<file path="src/rtl/fetch_ctrl.sv">
// Multi-cycle fetch/decode/exec sequencer feeding the pc block; one pc update per instruction.
// Optional macro ILLEGAL_TRAP_EN: opcodes 4'h7/4'hA jump to TRAP_VEC instead of executing.
module fetch_ctrl #(
    parameter logic [15:0] TRAP_VEC = 16'hFFF0
) (
    input  logic        clk,
    input  logic        rst,
    input  logic [15:0] instr_in,
    input  logic        instr_valid,
    input  logic [4:0]  flags,
    input  logic [15:0] rtarget,
    input  logic        stall,
    output logic        fetch_req,
    output logic [15:0] ir,
    output logic        pcEn,
    output logic        branch,
    output logic        jump,
    output logic [7:0]  disp,
    output logic [15:0] dSrc,
    output logic        link_we,
    output logic        exec_en,
    output logic [1:0]  state
);
    localparam logic [1:0] S_FETCH  = 2'd0;
    localparam logic [1:0] S_DECODE = 2'd1;
    localparam logic [1:0] S_EXEC   = 2'd2;

`ifdef ILLEGAL_TRAP_EN
    localparam bit TRAP_EN = 1'b1;
`else
    localparam bit TRAP_EN = 1'b0;
`endif

    logic [1:0]  state_q, state_d;
    logic [15:0] ir_q, ir_d;
    logic        taken_q, taken_d;

    // flags packing is {C,L,F,Z,N}
    function automatic logic cond_eval(input logic [3:0] c, input logic [4:0] f);
        logic fc, fl, ff, fz, fn;
        {fc, fl, ff, fz, fn} = f;
        case (c)
            4'h0: cond_eval = fz;
            4'h1: cond_eval = !fz;
            4'h2: cond_eval = fc;
            4'h3: cond_eval = !fc;
            4'h4: cond_eval = fl;
            4'h5: cond_eval = !fl;
            4'h6: cond_eval = fn;
            4'h7: cond_eval = !fn;
            4'h8: cond_eval = ff;
            4'h9: cond_eval = !ff;
            4'hA: cond_eval = !fl && !fz;
            4'hB: cond_eval = fl || fz;
            4'hC: cond_eval = !fn && !fz;
            4'hD: cond_eval = fn || fz;
            4'hE: cond_eval = 1'b1;
            default: cond_eval = 1'b0;
        endcase
    endfunction

    logic [3:0] opcode, opext;
    logic       is_bcond, is_jcond, is_jal, is_illegal;

    assign opcode     = ir_q[15:12];
    assign opext      = ir_q[7:4];
    assign is_bcond   = (opcode == 4'hC);
    assign is_jcond   = (opcode == 4'h4) && (opext == 4'hC);
    assign is_jal     = (opcode == 4'h4) && (opext == 4'h8);
    assign is_illegal = TRAP_EN && ((opcode == 4'h7) || (opcode == 4'hA));

    always_comb begin
        state_d = state_q;
        ir_d    = ir_q;
        taken_d = taken_q;
        case (state_q)
            S_FETCH: begin
                if (instr_valid) begin
                    ir_d    = instr_in;
                    state_d = S_DECODE;
                end
            end
            S_DECODE: begin
                taken_d = cond_eval(ir_q[11:8], flags);
                state_d = S_EXEC;
            end
            S_EXEC: begin
                if (!stall) state_d = S_FETCH;
            end
            default: state_d = S_FETCH;
        endcase
    end

    always_ff @(posedge clk or negedge rst) begin
        if (!rst) begin
            state_q <= S_FETCH;
            ir_q    <= 16'h0000;
            taken_q <= 1'b0;
        end else begin
            state_q <= state_d;
            ir_q    <= ir_d;
            taken_q <= taken_d;
        end
    end

    // The pc-facing strobes fire only on the single non-stalled EXEC cycle.
    always_comb begin
        fetch_req = rst && (state_q == S_FETCH);
        pcEn      = 1'b0;
        branch    = 1'b0;
        jump      = 1'b0;
        disp      = 8'h00;
        dSrc      = 16'h0000;
        link_we   = 1'b0;
        exec_en   = 1'b0;
        if (rst && (state_q == S_EXEC) && !stall) begin
            pcEn = 1'b1;
            if (is_bcond) begin
                if (taken_q) begin
                    branch = 1'b1;
                    disp   = ir_q[7:0];
                end
            end else if (is_jcond) begin
                if (taken_q) begin
                    jump = 1'b1;
                    dSrc = rtarget;
                end
            end else if (is_jal) begin
                jump    = 1'b1;
                dSrc    = rtarget;
                link_we = 1'b1;
            end else if (is_illegal) begin
                jump = 1'b1;
                dSrc = TRAP_VEC;
            end else begin
                exec_en = 1'b1;
            end
        end
    end

    assign ir    = ir_q;
    assign state = state_q;
endmodule
</file>
<file path="config.mk">
export PLATFORM = sky130hd
export DESIGN_NAME = fetch_ctrl
export DESIGN_NICKNAME = d
export VERILOG_FILES = /design/src/rtl/fetch_ctrl.sv
export SDC_FILE = /design/constraint.sdc
export NUM_CORES = 1
export LEC_CHECK = 0
export ABC_AREA = 1
export ABC_CLOCK_PERIOD_IN_PS = 1800
export CORE_ASPECT_RATIO = 2
export CORE_MARGIN = 2
export CORE_UTILIZATION = 30
export DETAILED_ROUTE_END_ITERATION = 6
export GPL_ROUTABILITY_DRIVEN = 0
export PLACE_DENSITY = 0.78
export REMOVE_ABC_BUFFERS = 1
export SYNTH_ARGS = -nofsm -noshare
export SYNTH_HDL_FRONTEND = slang
export SYNTH_SLANG_ARGS = --single-unit
</file>
<file path="constraint.sdc">
create_clock -name clk -period 1.8 [get_ports clk]
set_input_delay 0.18 -clock clk [delete_from_list [all_inputs] [get_ports clk]]
set_output_delay 0.18 -clock clk [all_outputs]
set_load 0.05 [all_outputs]
</file>
==> results_tabular.tex, run 1 <==
\begin{tabular}{lr}
\hline
Metric & Value \\
\hline
\multicolumn{2}{l}{\textbf{Routing}} \\
Violation count after the first detailed-routing iteration & 12 \\
Number of detailed-routing iterations run before antenna repair & 4 \\
Number of vias in the routed layout & 1519 \\
Total DRC errors in the routed layout & 0 \\
Mean routed wirelength per cell & 12.7 µm \\
ANT nets after route & 0 \\
Wire length after detailed routing & 4.36 mm \\
Mean number of vias per cell & 4.44 \\
\multicolumn{2}{l}{\textbf{Setup path}} \\
Worst path arrival time & 1.75 ns \\
Reg2reg setup slack & 0.38 ns \\
Required time reported for the critical path endpoint & 1.62 ns \\
Cell at the slowest stage of the critical path & sky130\_fd\_sc\_hd\_\_dfrtp\_1 \\
Startpoint Class & register \\
CP Max Fanout & 12 \\
Sum of buffers and inverters on the critical path & 4 \\
Register-to-Register Path Depth & 9 \\
Crit path max-delay family & buffers and inverters \\
Crit path depth & 9 \\
Delay of the slowest critical-path stage & 0.40 ns \\
Cell-by-cell trace of the critical path & nor2\_2 -> nand2\_2 -> buf\_4 -> o21ai\_2 -> nor2\_4 -> inv\_4 -> buf\_4 -> nor2\_4 -> buf\_12 \\
Sort of element at the end of the critical path & primary output \\
Critical path class & reg2out \\
\multicolumn{2}{l}{\textbf{Global route}} \\
Via count of the first global-routing pass & 1517 \\
Total global-route track usage & a little under a fifth \\
Antenna violations before repair & 0 \\
Grt total ovfl & 0 \\
Wire length of the first global-routing pass & about 6.6 mm \\
Largest net degree at the start of global routing & 31 \\
\multicolumn{2}{l}{\textbf{Power}} \\
Overall power consumption & approximately 3200 µW \\
Cell Pwr Density & 1190 mW/mm² \\
Static Leak & 0.00126 µW \\
VDD IR max & 0.887 mV \\
\multicolumn{2}{l}{\textbf{Timing}} \\
Max-slew headroom at the worst pin & about three fifths \\
Least-Margin Pin Slew & 0.585 ns \\
Count of final hold-check violations & 0 \\
RSZ-0062 raised after global routing & yes \\
Final worst setup slack & -0.126 ns \\
Total negative slack for setup checks & -1.35 ns \\
Number of slew-limit violations in the final report & 0 \\
Largest clock skew in the final design & 0.0103 ns \\
Final period demand of the worst path & around 1.9 ns \\
Final setup violating endpoints & 16 \\
F\_max & 519 MHz \\
Part of the cycle the worst path needs & 107\% \\
\multicolumn{2}{l}{\textbf{Cells and area}} \\
Final instance count without filler cells & roughly 340 \\
Fraction of final layout cells with drive strength greater than 1 & 29.3\% \\
Layout Nets & 332 \\
Number of diodes added for antenna fixing & 0 \\
Synth-to-layout area growth & 109\% \\
\multicolumn{2}{l}{\textbf{Floorplan}} \\
Row count & 33 \\
Starting utilization of the core area & 31.4\% \\
Die area & approximately 0.0049 mm² \\
Ports & 89 \\
Chip Height & 96.5 µm \\
Die width & 50.3 µm \\
Core Box Area & 0.00409 mm² \\
\multicolumn{2}{l}{\textbf{Clock network}} \\
Clock latency on the worst-skew pair & 0.26 ns \\
Clock tree from TritonCTS & yes \\
Maximum level of the CTS H-tree & 1 \\
Maximum buffer depth of the clock tree & 2 \\
Clock-pin slew of the registers on the worst-case setup and hold paths & 0.08 ns \\
CTS sink count & 19 \\
Root Buffer Master & sky130\_fd\_sc\_hd\_\_clkbuf\_8 \\
Hold bufs inserted after CTS & 0 \\
Clock buffers created by TritonCTS & 3 \\
\multicolumn{2}{l}{\textbf{Placement}} \\
Half-perimeter wire length after placement & 3.61 mm \\
Number of placed instances, taps included & $\sim$330 \\
Number of port buffers & just under 90 \\
\multicolumn{2}{l}{\textbf{Job}} \\
Max cap viols & 0 \\
\multicolumn{2}{l}{\textbf{Min path}} \\
Worst Hold Class & in2async \\
\multicolumn{2}{l}{\textbf{Outcome}} \\
Outcome & finished, violations left \\
Violations in the final reports & setup timing \\
\multicolumn{2}{l}{\textbf{Logic synthesis}} \\
Total of flip-flops plus latches after synthesis & 19 \\
Gate count after technology mapping & around 190 \\
Mapped Area & 0.00128 mm² \\
Yosys cell types & 21 \\
Share of the yosys chip area belonging to registers & 37.0\% \\
Number of warnings reported in the yosys synthesis log & 0 \\
Average cell area after synthesis & just under 7 µm² \\
\hline
\end{tabular}
[cells by family (layout without fill, tap and decap cells)]
kind of cell	count (synthesis)	after routing	synth area share (%)
buffers and inverters	46	148	14.7
DFF	19	19	37.0
and+or+nand+nor	105	105	40.7
AOI/OAI and AO/OA	18	18	7.50
[metrics by stage]
step | hold slack (ns) | area, µm² | util [%] | setup slack (ns)
global route | 0.378 | 2680 | 65.7 | -0.221
floorplan | -0.116 | 1240 | - | -1.01
global placement | 0.491 | 2570 | 62.8 | 0.00823
CTS | 0.370 | 2660 | 65.0 | -0.118
detailed placement | 0.497 | 2570 | 62.8 | -0.0695
finish | 0.353 | 2680 | 65.7 | -0.126
[worst register-to-register path, delay by kind of cell, from the launching register on]
kind	cells	cell delay [ns]
buffers and inverters	1	0.09
AO/OA/AOI/OAI	1	0.13
flip-flops	1	0.51
AND/OR/NAND/NOR	7	0.60
[path summary, 6_finish.rpt]
kind	from	end
hold reg to reg	ir[13]	ir[13]
min in group clk	instr_in[13]	ir[13]
setup / recovery	ir[12]	dSrc[5]
max in group asynchronous	rst	ir[13]
hold / removal	rst	ir[15]
setup reg to reg	ir[8]	taken_q
[cells in the final DEF (no fill, tap or decap), types with 6 or more instances in the layout]
cell type,n
sky130_fd_sc_hd__buf_12,30
sky130_fd_sc_hd__buf_4,19
sky130_fd_sc_hd__clkdlybuf4s50_1,55
sky130_fd_sc_hd__dfrtp_1,19
sky130_fd_sc_hd__inv_1,33
sky130_fd_sc_hd__inv_2,6
sky130_fd_sc_hd__nand2_1,45
sky130_fd_sc_hd__nand3_1,15
sky130_fd_sc_hd__nor2_1,18
sky130_fd_sc_hd__nor2_2,8
sky130_fd_sc_hd__nor2_4,13
sky130_fd_sc_hd__o21ai_0,14
[Yosys cell counts]
cell type                  count  area, µm²
sky130_fd_sc_hd__o21bai_1      1       7.51
sky130_fd_sc_hd__o21ai_0      14       70.1
sky130_fd_sc_hd__nand3b_1      1       7.51
sky130_fd_sc_hd__o21ai_2       1       8.76
sky130_fd_sc_hd__and2_1        1       6.26
sky130_fd_sc_hd__clkbuf_1      1       3.75
sky130_fd_sc_hd__nand3_2       1       10.0
sky130_fd_sc_hd__o21ai_1       1       5.00
sky130_fd_sc_hd__inv_2         4       15.0
sky130_fd_sc_hd__and3_1        1       6.26
sky130_fd_sc_hd__nor2_2        1       6.26
sky130_fd_sc_hd__nand3_1      15       75.1
sky130_fd_sc_hd__nor2_4       12        135
sky130_fd_sc_hd__inv_1        36        135
sky130_fd_sc_hd__nand2_1      46        173
sky130_fd_sc_hd__buf_2         4       20.0
sky130_fd_sc_hd__a21oi_1       1       5.00
sky130_fd_sc_hd__nand4_1       1       6.26
sky130_fd_sc_hd__nor2_1       26       97.6
sky130_fd_sc_hd__dfrtp_1      19        475
sky130_fd_sc_hd__buf_8         1       15.0
[area by class of cell]
cell class | instances | area, µm²
inverters | 40 | 153
repair buffers | 104 | 1290
multi-input cells | 123 | 651
fillers | 334 | 1400
flip-flops and latches | 19 | 475
well taps | 52 | 65.1
clock inverters | 1 | 5.00
clock buffers | 3 | 41.3
[power breakdown]
group	internal [µW]	switching (µW)	total, µW
clock	154	143	297
combinational	709	1360	2070
sequential	629	202	831
[sequential cells by signal, indices dropped and copies added, names as in the netlist]
name     count
ir          16
state        2
taken_q      1
[routing by layer]
layer	share of wire (%)	global-route usage, %	up-vias
met3	6.8	3.08	9
met4	3.1	7.18	0
met2	60	39.3	63
met1	30	15.1	683
li1	-	-	764
met5	0	0	-
[timing repair]
action,CTS,global route
pin swaps,4,3
setup buffers,4,1
endpoints found under the setup margin,22,24
gates resized for setup,6,9
Power figures use the tool's default switching activity.
==> run 2: changes to the inputs <==
--- a/config.mk
+++ b/config.mk
@@ -7,5 +7,5 @@
 export LEC_CHECK = 0
 export ABC_AREA = 1
-export ABC_CLOCK_PERIOD_IN_PS = 1800
+export ABC_CLOCK_PERIOD_IN_PS = 1700
 export CORE_ASPECT_RATIO = 2
 export CORE_MARGIN = 2
@@ -13,5 +13,6 @@
 export DETAILED_ROUTE_END_ITERATION = 6
 export GPL_ROUTABILITY_DRIVEN = 0
-export PLACE_DENSITY = 0.78
+export GPL_TIMING_DRIVEN = 0
+export PLACE_DENSITY = 0.81
 export REMOVE_ABC_BUFFERS = 1
 export SYNTH_ARGS = -nofsm -noshare
==> constraint.sdc (replaced) <==
create_clock -name clk -period 1.7 [get_ports clk]
set_input_delay 0.34 -clock clk [delete_from_list [all_inputs] [get_ports clk]]
set_output_delay 0.34 -clock clk [all_outputs]
set_load 0.05 [all_outputs]
==> results_tabular.tex, run 2 (synthesis results as in run 1) <==
\begin{tabular}{lr}
\hline
Metric & Value \\
\hline
\multicolumn{2}{l}{\textbf{Setup path}} \\
Sum of buffers and inverters on the critical path & 2 (-2) \\
Destination of the worst register-to-register timing path & ir[15] \\
Register-to-Register Path Depth & 5 (-4) \\
Delay of the slowest critical-path stage & 0.39 ns (about the same) \\
Startpoint Class & register \\
Critical path class & reg2out \\
Cell-by-cell trace of the critical path & nor2\_2 -> nand2\_2 -> nor2\_4 -> o21ai\_2 -> nor2\_4 -> inv\_8 -> nor2\_1 -> buf\_6 \\
Sort of element at the end of the critical path & primary output \\
CP Max Fanout & 16 (+4) \\
Cell at the slowest stage of the critical path & sky130\_fd\_sc\_hd\_\_dfrtp\_1 \\
Worst path arrival time & 1.69 ns (-0.06 ns) \\
Required time reported for the critical path endpoint & 1.36 ns (-0.26 ns) \\
Crit path max-delay family & simple AND/OR/NAND/NOR gates \\
Worst r2r src & state[1] \\
CP dominant cell by count & sky130\_fd\_sc\_hd\_\_nor2\_4 \\
Reg2reg setup slack & 0.20 ns (-0.18 ns) \\
\multicolumn{2}{l}{\textbf{Timing}} \\
F\_max & 493 MHz \\
Final hold slack & 0.519 ns (+0.166 ns) \\
Final period demand of the worst path & 2.03 ns \\
Count of final hold-check violations & 0 (unchanged) \\
RSZ-0062 raised after global routing & yes \\
Final worst setup slack & -0.330 ns (-0.204 ns) \\
Number of slew-limit violations in the final report & 0 (unchanged) \\
Part of the cycle the worst path needs & 119\% \\
Largest clock skew in the final design & 0.00272 ns (-0.00757 ns) \\
Least-Margin Pin Slew & 0.835 ns (+0.250 ns) \\
Final setup violating endpoints & 27 (+11) \\
Total negative slack for setup checks & -6.47 ns (-5.12 ns) \\
Max-slew headroom at the worst pin & 44.1\% (-17 points) \\
\multicolumn{2}{l}{\textbf{Cells and area}} \\
Number of diodes added for antenna fixing & 0 (unchanged) \\
Layout Nets & 326 (-1.8\%) \\
Final instance count without filler cells & 336 (-1.8\%) \\
Flip-flop count of the largest register, all copies and words added & 16 (unchanged) \\
Most frequent standard cell in the layout excluding fill and tap cells & sky130\_fd\_sc\_hd\_\_nand2\_1 \\
Commonest cells after routing, fill and taps aside & sky130\_fd\_sc\_hd\_\_nand2\_1 (45), sky130\_fd\_sc\_hd\_\_clkdlybuf4s50\_1 (38), sky130\_fd\_sc\_hd\_\_inv\_1 (32) \\
Fraction of final layout cells with drive strength greater than 1 & 26.8\% (-2.5 points) \\
Synth-to-layout area growth & 82.4\% \\
\multicolumn{2}{l}{\textbf{Outcome}} \\
Violations in the final reports & setup timing \\
Outcome & finished, violations left \\
\multicolumn{2}{l}{\textbf{Placement}} \\
Number of placed instances, taps included & 322 (-3.3\%) \\
Half-perimeter wire length after placement & 2.98 mm (-17\%) \\
Number of port buffers & 88 (unchanged) \\
\multicolumn{2}{l}{\textbf{Routing}} \\
ANT nets after route & 0 (unchanged) \\
Total DRC errors in the routed layout & 0 (unchanged) \\
Wire length after detailed routing & 3.93 mm (-9.9\%) \\
Mean number of vias per cell & 4.39 (-1.2\%) \\
Number of vias in the routed layout & 1475 (-2.9\%) \\
Number of detailed-routing iterations run before antenna repair & 3 (-1) \\
Violation count after the first detailed-routing iteration & 11 (-1) \\
Mean routed wirelength per cell & 11.7 µm (-8.3\%) \\
\multicolumn{2}{l}{\textbf{Floorplan}} \\
Chip Height & 96.5 µm (unchanged) \\
Ports & 89 (unchanged) \\
Die width & 50.3 µm (unchanged) \\
Row count & 33 (unchanged) \\
Die area & 0.00485 mm² (unchanged) \\
Starting utilization of the core area & 31.4\% (unchanged) \\
Core Box Area & 0.00409 mm² (unchanged) \\
\multicolumn{2}{l}{\textbf{Min path}} \\
Worst Hold Class & in2reg \\
Min-Delay Path Depth & 3 \\
Start point of the worst hold path & stall \\
Min-Delay Endpoint & state[1] \\
\multicolumn{2}{l}{\textbf{Global route}} \\
Antenna violations before repair & 0 (unchanged) \\
Largest net degree at the start of global routing & 31 (unchanged) \\
Total global-route track usage & 16.7\% (-1.5 points) \\
Grt total ovfl & 0 (unchanged) \\
Wire length of the first global-routing pass & 6.23 mm (-6.0\%) \\
Via count of the first global-routing pass & 1394 (-8.1\%) \\
\multicolumn{2}{l}{\textbf{Clock network}} \\
Maximum level of the CTS H-tree & 1 (unchanged) \\
Clock buffers created by TritonCTS & 3 (unchanged) \\
Root Buffer Master & sky130\_fd\_sc\_hd\_\_clkbuf\_8 \\
CTS sink count & 19 (unchanged) \\
Clock latency on the worst-skew pair & 0.26 ns (about the same) \\
Clock tree from TritonCTS & yes \\
Maximum buffer depth of the clock tree & 2 (unchanged) \\
Clock-pin slew of the registers on the worst-case setup and hold paths & 0.07 ns (about the same) \\
\multicolumn{2}{l}{\textbf{Power}} \\
Static Leak & 0.00120 µW (-4.7\%) \\
VDD IR max & 0.873 mV (-1.5\%) \\
Cell Pwr Density & 1370 mW/mm² (+15\%) \\
\multicolumn{2}{l}{\textbf{Job}} \\
Max cap viols & 0 (unchanged) \\
\hline
\end{tabular}
[run 2: changes by cell type in the layout (fill, tap and decap cells not counted), moves of 3 or more]
cell                              change
sky130_fd_sc_hd__buf_12              -30
sky130_fd_sc_hd__nor2_2               -4
sky130_fd_sc_hd__nor2_1               +4
sky130_fd_sc_hd__buf_6               +16
sky130_fd_sc_hd__buf_8                +3
sky130_fd_sc_hd__dlygate4sd2_1       +17
sky130_fd_sc_hd__clkdlybuf4s50_1     -17
[run 2: report_power, final]
part | switching [µW] | internal (µW) | leakage, µW
Sequential | 221 | 666 | 0.000235
Combinational | 1410 | 587 | 0.000938
Clock | 154 | 163 | 0.0000255
[run 2: final cells by class]
cell class	count	area [µm²]
fill	365	1750
tap	52	65.1
multi-input combinational	123	658
inverter	40	161
timing repair buffer	98	935
clock inverter	1	5.00
sequential	19	475
clock buffer	3	41.3
[run 2: metrics by stage]
stage / utilization, % / cell area [µm²] / power [µW] / setup slack (ns)
2_1_floorplan: - / 1240 / 2170 / -1.27
3_3_place_gp: 53.6 / 2190 / 2880 / -1.84
3_5_place_dp: 53.6 / 2190 / 2910 / -1.87
4_1_cts: 56.0 / 2290 / 3200 / -0.316
5_1_grt: 57.3 / 2340 / 3440 / -0.434
6_report: 57.3 / 2340 / 3200 / -0.330
[run 2: worst max path at each step]
| stage | startpoint | slack, ns | depth (start not counted) | endpoint |
|---|---|---|---|---|
| 2_1_floorplan | state[1] | -1.27 | 6 | dSrc[0] |
| 3_3_place_gp | rst | -1.84 | 8 | dSrc[0] |
| 3_5_place_dp | rst | -1.87 | 8 | dSrc[0] |
| 4_1_cts | ir[4] | -0.32 | 8 | dSrc[1] |
| 5_1_grt | ir[5] | -0.43 | 8 | dSrc[4] |
| 6_report | ir[13] | -0.33 | 8 | dSrc[4] |
[run 2: metal layers]
| metal | vias to the layer above | part of all wire [%] | global-route usage [%] |
|---|---|---|---|
| met5 | - | 0 | 0 |
| met4 | 0 | 1.5 | 6.25 |
| met3 | 6 | 7.2 | 3.69 |
| met1 | 650 | 32 | 15.2 |
| met2 | 64 | 59 | 34.1 |
| li1 | 755 | - | - |
[run 2: timing repair]
item	in CTS	in global routing
endpoints found under the hold margin	19	0
endpoints found under the setup margin	48	47
pin swaps	0	2
setup buffers	7	2
resized for setup	233	14
hold buffers	1	0
[run 2: worst register-to-register path: cells and delay by family (launching register included)]
family | cells | cell delay [ns]
buf+inv | 1 | 0.41
compound gates | 1 | 0.10
simple gates | 3 | 0.44
flops | 1 | 0.42
==> run 3: changes to the inputs <==
Settings changed: SKIP_CTS_REPAIR_TIMING from default to 1.
==> results_tabular.tex, run 3 (synthesis results as in run 1) <==
\begin{tabular}{lr}
\hline
Metric & Value \\
\hline
\multicolumn{2}{l}{\textbf{Cells and area}} \\
Flip-flop count of the largest register, all copies and words added & 16 (unchanged) \\
Number of diodes added for antenna fixing & 0 (unchanged) \\
Synth-to-layout area growth & 85.1\% \\
Final core utilization & 58.1\% (+0.86 points) \\
Most frequent standard cell in the layout excluding fill and tap cells & sky130\_fd\_sc\_hd\_\_nand2\_1 \\
Final design area excluding fillers & 0.00238 mm² (+1.5\%) \\
Fraction of final layout cells with drive strength greater than 1 & 24.8\% (-1.9 points) \\
Layout Nets & 324 (-0.61\%) \\
Commonest cells after routing, fill and taps aside & sky130\_fd\_sc\_hd\_\_nand2\_1 (45), sky130\_fd\_sc\_hd\_\_clkdlybuf4s50\_1 (39), sky130\_fd\_sc\_hd\_\_inv\_1 (32) \\
\multicolumn{2}{l}{\textbf{Min path}} \\
Min-Delay Path Depth & 2 (-1) \\
Worst Hold Class & reg2reg \\
\multicolumn{2}{l}{\textbf{Floorplan}} \\
Core Box Area & 0.00409 mm² (unchanged) \\
Chip Height & 96.5 µm (unchanged) \\
Die width & 50.3 µm (unchanged) \\
Starting utilization of the core area & 31.4\% (unchanged) \\
Row count & 33 (unchanged) \\
Die area & 0.00485 mm² (unchanged) \\
Ports & 89 (unchanged) \\
\multicolumn{2}{l}{\textbf{Clock network}} \\
Clock-pin slew of the registers on the worst-case setup and hold paths & 0.07 ns (about the same) \\
Clock latency on the worst-skew pair & 0.26 ns (about the same) \\
Root Buffer Master & sky130\_fd\_sc\_hd\_\_clkbuf\_8 \\
Clock tree from TritonCTS & yes \\
Maximum level of the CTS H-tree & 1 (unchanged) \\
CTS sink count & 19 (unchanged) \\
Clock buffers created by TritonCTS & 3 (unchanged) \\
Maximum buffer depth of the clock tree & 2 (unchanged) \\
\multicolumn{2}{l}{\textbf{Timing}} \\
Total negative slack for setup checks & -7.30 ns (-0.832 ns) \\
Final setup violating endpoints & 27 (unchanged) \\
Part of the cycle the worst path needs & 123\% (+3.3 points) \\
Max-slew headroom at the worst pin & 64.3\% (+20 points) \\
Final period demand of the worst path & 2.09 ns (+0.0561 ns) \\
F\_max & 479 MHz (-2.7\%) \\
Largest clock skew in the final design & 0.00154 ns (-0.00119 ns) \\
Final worst setup slack & -0.386 ns (-0.0561 ns) \\
Least-Margin Pin Slew & 0.534 ns (-0.301 ns) \\
RSZ-0062 raised after global routing & yes \\
Count of final hold-check violations & 0 (unchanged) \\
Number of slew-limit violations in the final report & 0 (unchanged) \\
\multicolumn{2}{l}{\textbf{Placement}} \\
Half-perimeter wire length after placement & 2.98 mm (unchanged) \\
Number of port buffers & 88 (unchanged) \\
Placed inst area & 0.00219 mm² (unchanged) \\
\multicolumn{2}{l}{\textbf{Power}} \\
VDD IR max & 0.920 mV (+5.4\%) \\
Cell Pwr Density & 1380 mW/mm² (+0.74\%) \\
Static Leak & 0.00136 µW (+13\%) \\
\multicolumn{2}{l}{\textbf{Setup path}} \\
Critical path class & in2out \\
Required time reported for the critical path endpoint & 1.36 ns (about the same) \\
Register-to-Register Path Depth & 4 (-1) \\
Worst path arrival time & 1.75 ns (+0.06 ns) \\
CP Max Fanout & 16 (unchanged) \\
Sort of element at the end of the critical path & primary output \\
Startpoint Class & input port \\
\multicolumn{2}{l}{\textbf{Global route}} \\
Grt total ovfl & 0 (unchanged) \\
Wire length of the first global-routing pass & 5.72 mm (-8.2\%) \\
Antenna violations before repair & 0 (unchanged) \\
Largest net degree at the start of global routing & 31 (unchanged) \\
Via count of the first global-routing pass & 1311 (-6.0\%) \\
Total global-route track usage & 15.3\% (-1.4 points) \\
\multicolumn{2}{l}{\textbf{Routing}} \\
Total DRC errors in the routed layout & 0 (unchanged) \\
Number of vias in the routed layout & 1472 (-0.20\%) \\
Number of detailed-routing iterations run before antenna repair & 4 (+1) \\
Violation count after the first detailed-routing iteration & 17 (+6) \\
ANT nets after route & 0 (unchanged) \\
Wire length after detailed routing & 3.96 mm (+0.79\%) \\
Mean number of vias per cell & 4.41 (+0.39\%) \\
Mean routed wirelength per cell & 11.8 µm (+1.4\%) \\
\multicolumn{2}{l}{\textbf{Outcome}} \\
Outcome & finished, violations left \\
Violations in the final reports & setup timing \\
\multicolumn{2}{l}{\textbf{Job}} \\
Max cap viols & 0 (unchanged) \\
\hline
\end{tabular}
## run 3: cell count changes in the layout (fill, tap and decap cells not counted), sizes merged
cell,before,now
clkdlybuf4s50,38,39
dlymetal6s2s,0,18
dlygate4sd3,1,2
clkbuf,4,14
buf,40,26
clkdlybuf4s15,1,0
dlygate4sd2,17,0
## run 3: final cells by class
cell class / count / area [µm²]
Clock buffer: 3 / 41.3
Timing Repair Buffer: 96 / 985
Tap cell: 52 / 65.1
Clock inverter: 1 / 5.00
Sequential cell: 19 / 475
Multi-Input combinational cell: 123 / 643
Fill cell: 376 / 1710
Inverter: 40 / 161
## run 3: layer usage
| layer | wire length (µm) | part of all wire, % | global-route usage (%) | up-vias |
|---|---|---|---|---|
| li1 | - | - | - | 753 |
| met1 | 1280 | 32 | 13.7 | 648 |
| met2 | 2370 | 60 | 30.7 | 65 |
| met3 | 251 | 6.3 | 4.15 | 6 |
| met4 | 57 | 1.4 | 6.25 | 0 |
| met5 | 0 | 0 | 0 | - |
## run 3: final timing paths
| check | from | slack, ns | to |
|---|---|---|---|
| max | stall | -0.39 | dSrc[3] |
| min | ir[13] | 0.53 | ir[13] |
| max reg2reg | state[1] | 0.23 | ir[3] |
| min reg2reg | ir[13] | 0.53 | ir[13] |
| max in group asynchronous | rst | 0.71 | ir[11] |
| min in group asynchronous | rst | 0.62 | ir[2] |
## run 3: stage by stage
| step | total power, µW | setup WS [ns] | hold slack [ns] | std cells |
|---|---|---|---|---|
| floorplan | 2170 | -1.27 | 0.0444 | 182 |
| global placement | 2880 | -1.84 | 0.489 | 322 |
| detailed placement | 2910 | -1.87 | 0.499 | 322 |
| CTS | 3230 | -1.87 | 0.518 | 326 |
| global route | 3520 | -0.482 | 0.562 | 334 |
| finish | 3270 | -0.386 | 0.528 | 334 |
## run 3: report_power, final
group | internal [µW] | switching [µW]
sequential | 667 | 217
clock | 163 | 151
combinational | 681 | 1390
total | 1510 | 1760
## run 3: worst max-delay path, stage by stage
cell	delay, ns
sky130_fd_sc_hd__clkdlybuf4s50_1	0.46
sky130_fd_sc_hd__nor2_4	0.18
sky130_fd_sc_hd__o21ai_2	0.10
sky130_fd_sc_hd__nor2_4	0.19
sky130_fd_sc_hd__inv_8	0.11
sky130_fd_sc_hd__nor2_1	0.17
sky130_fd_sc_hd__buf_6	0.19
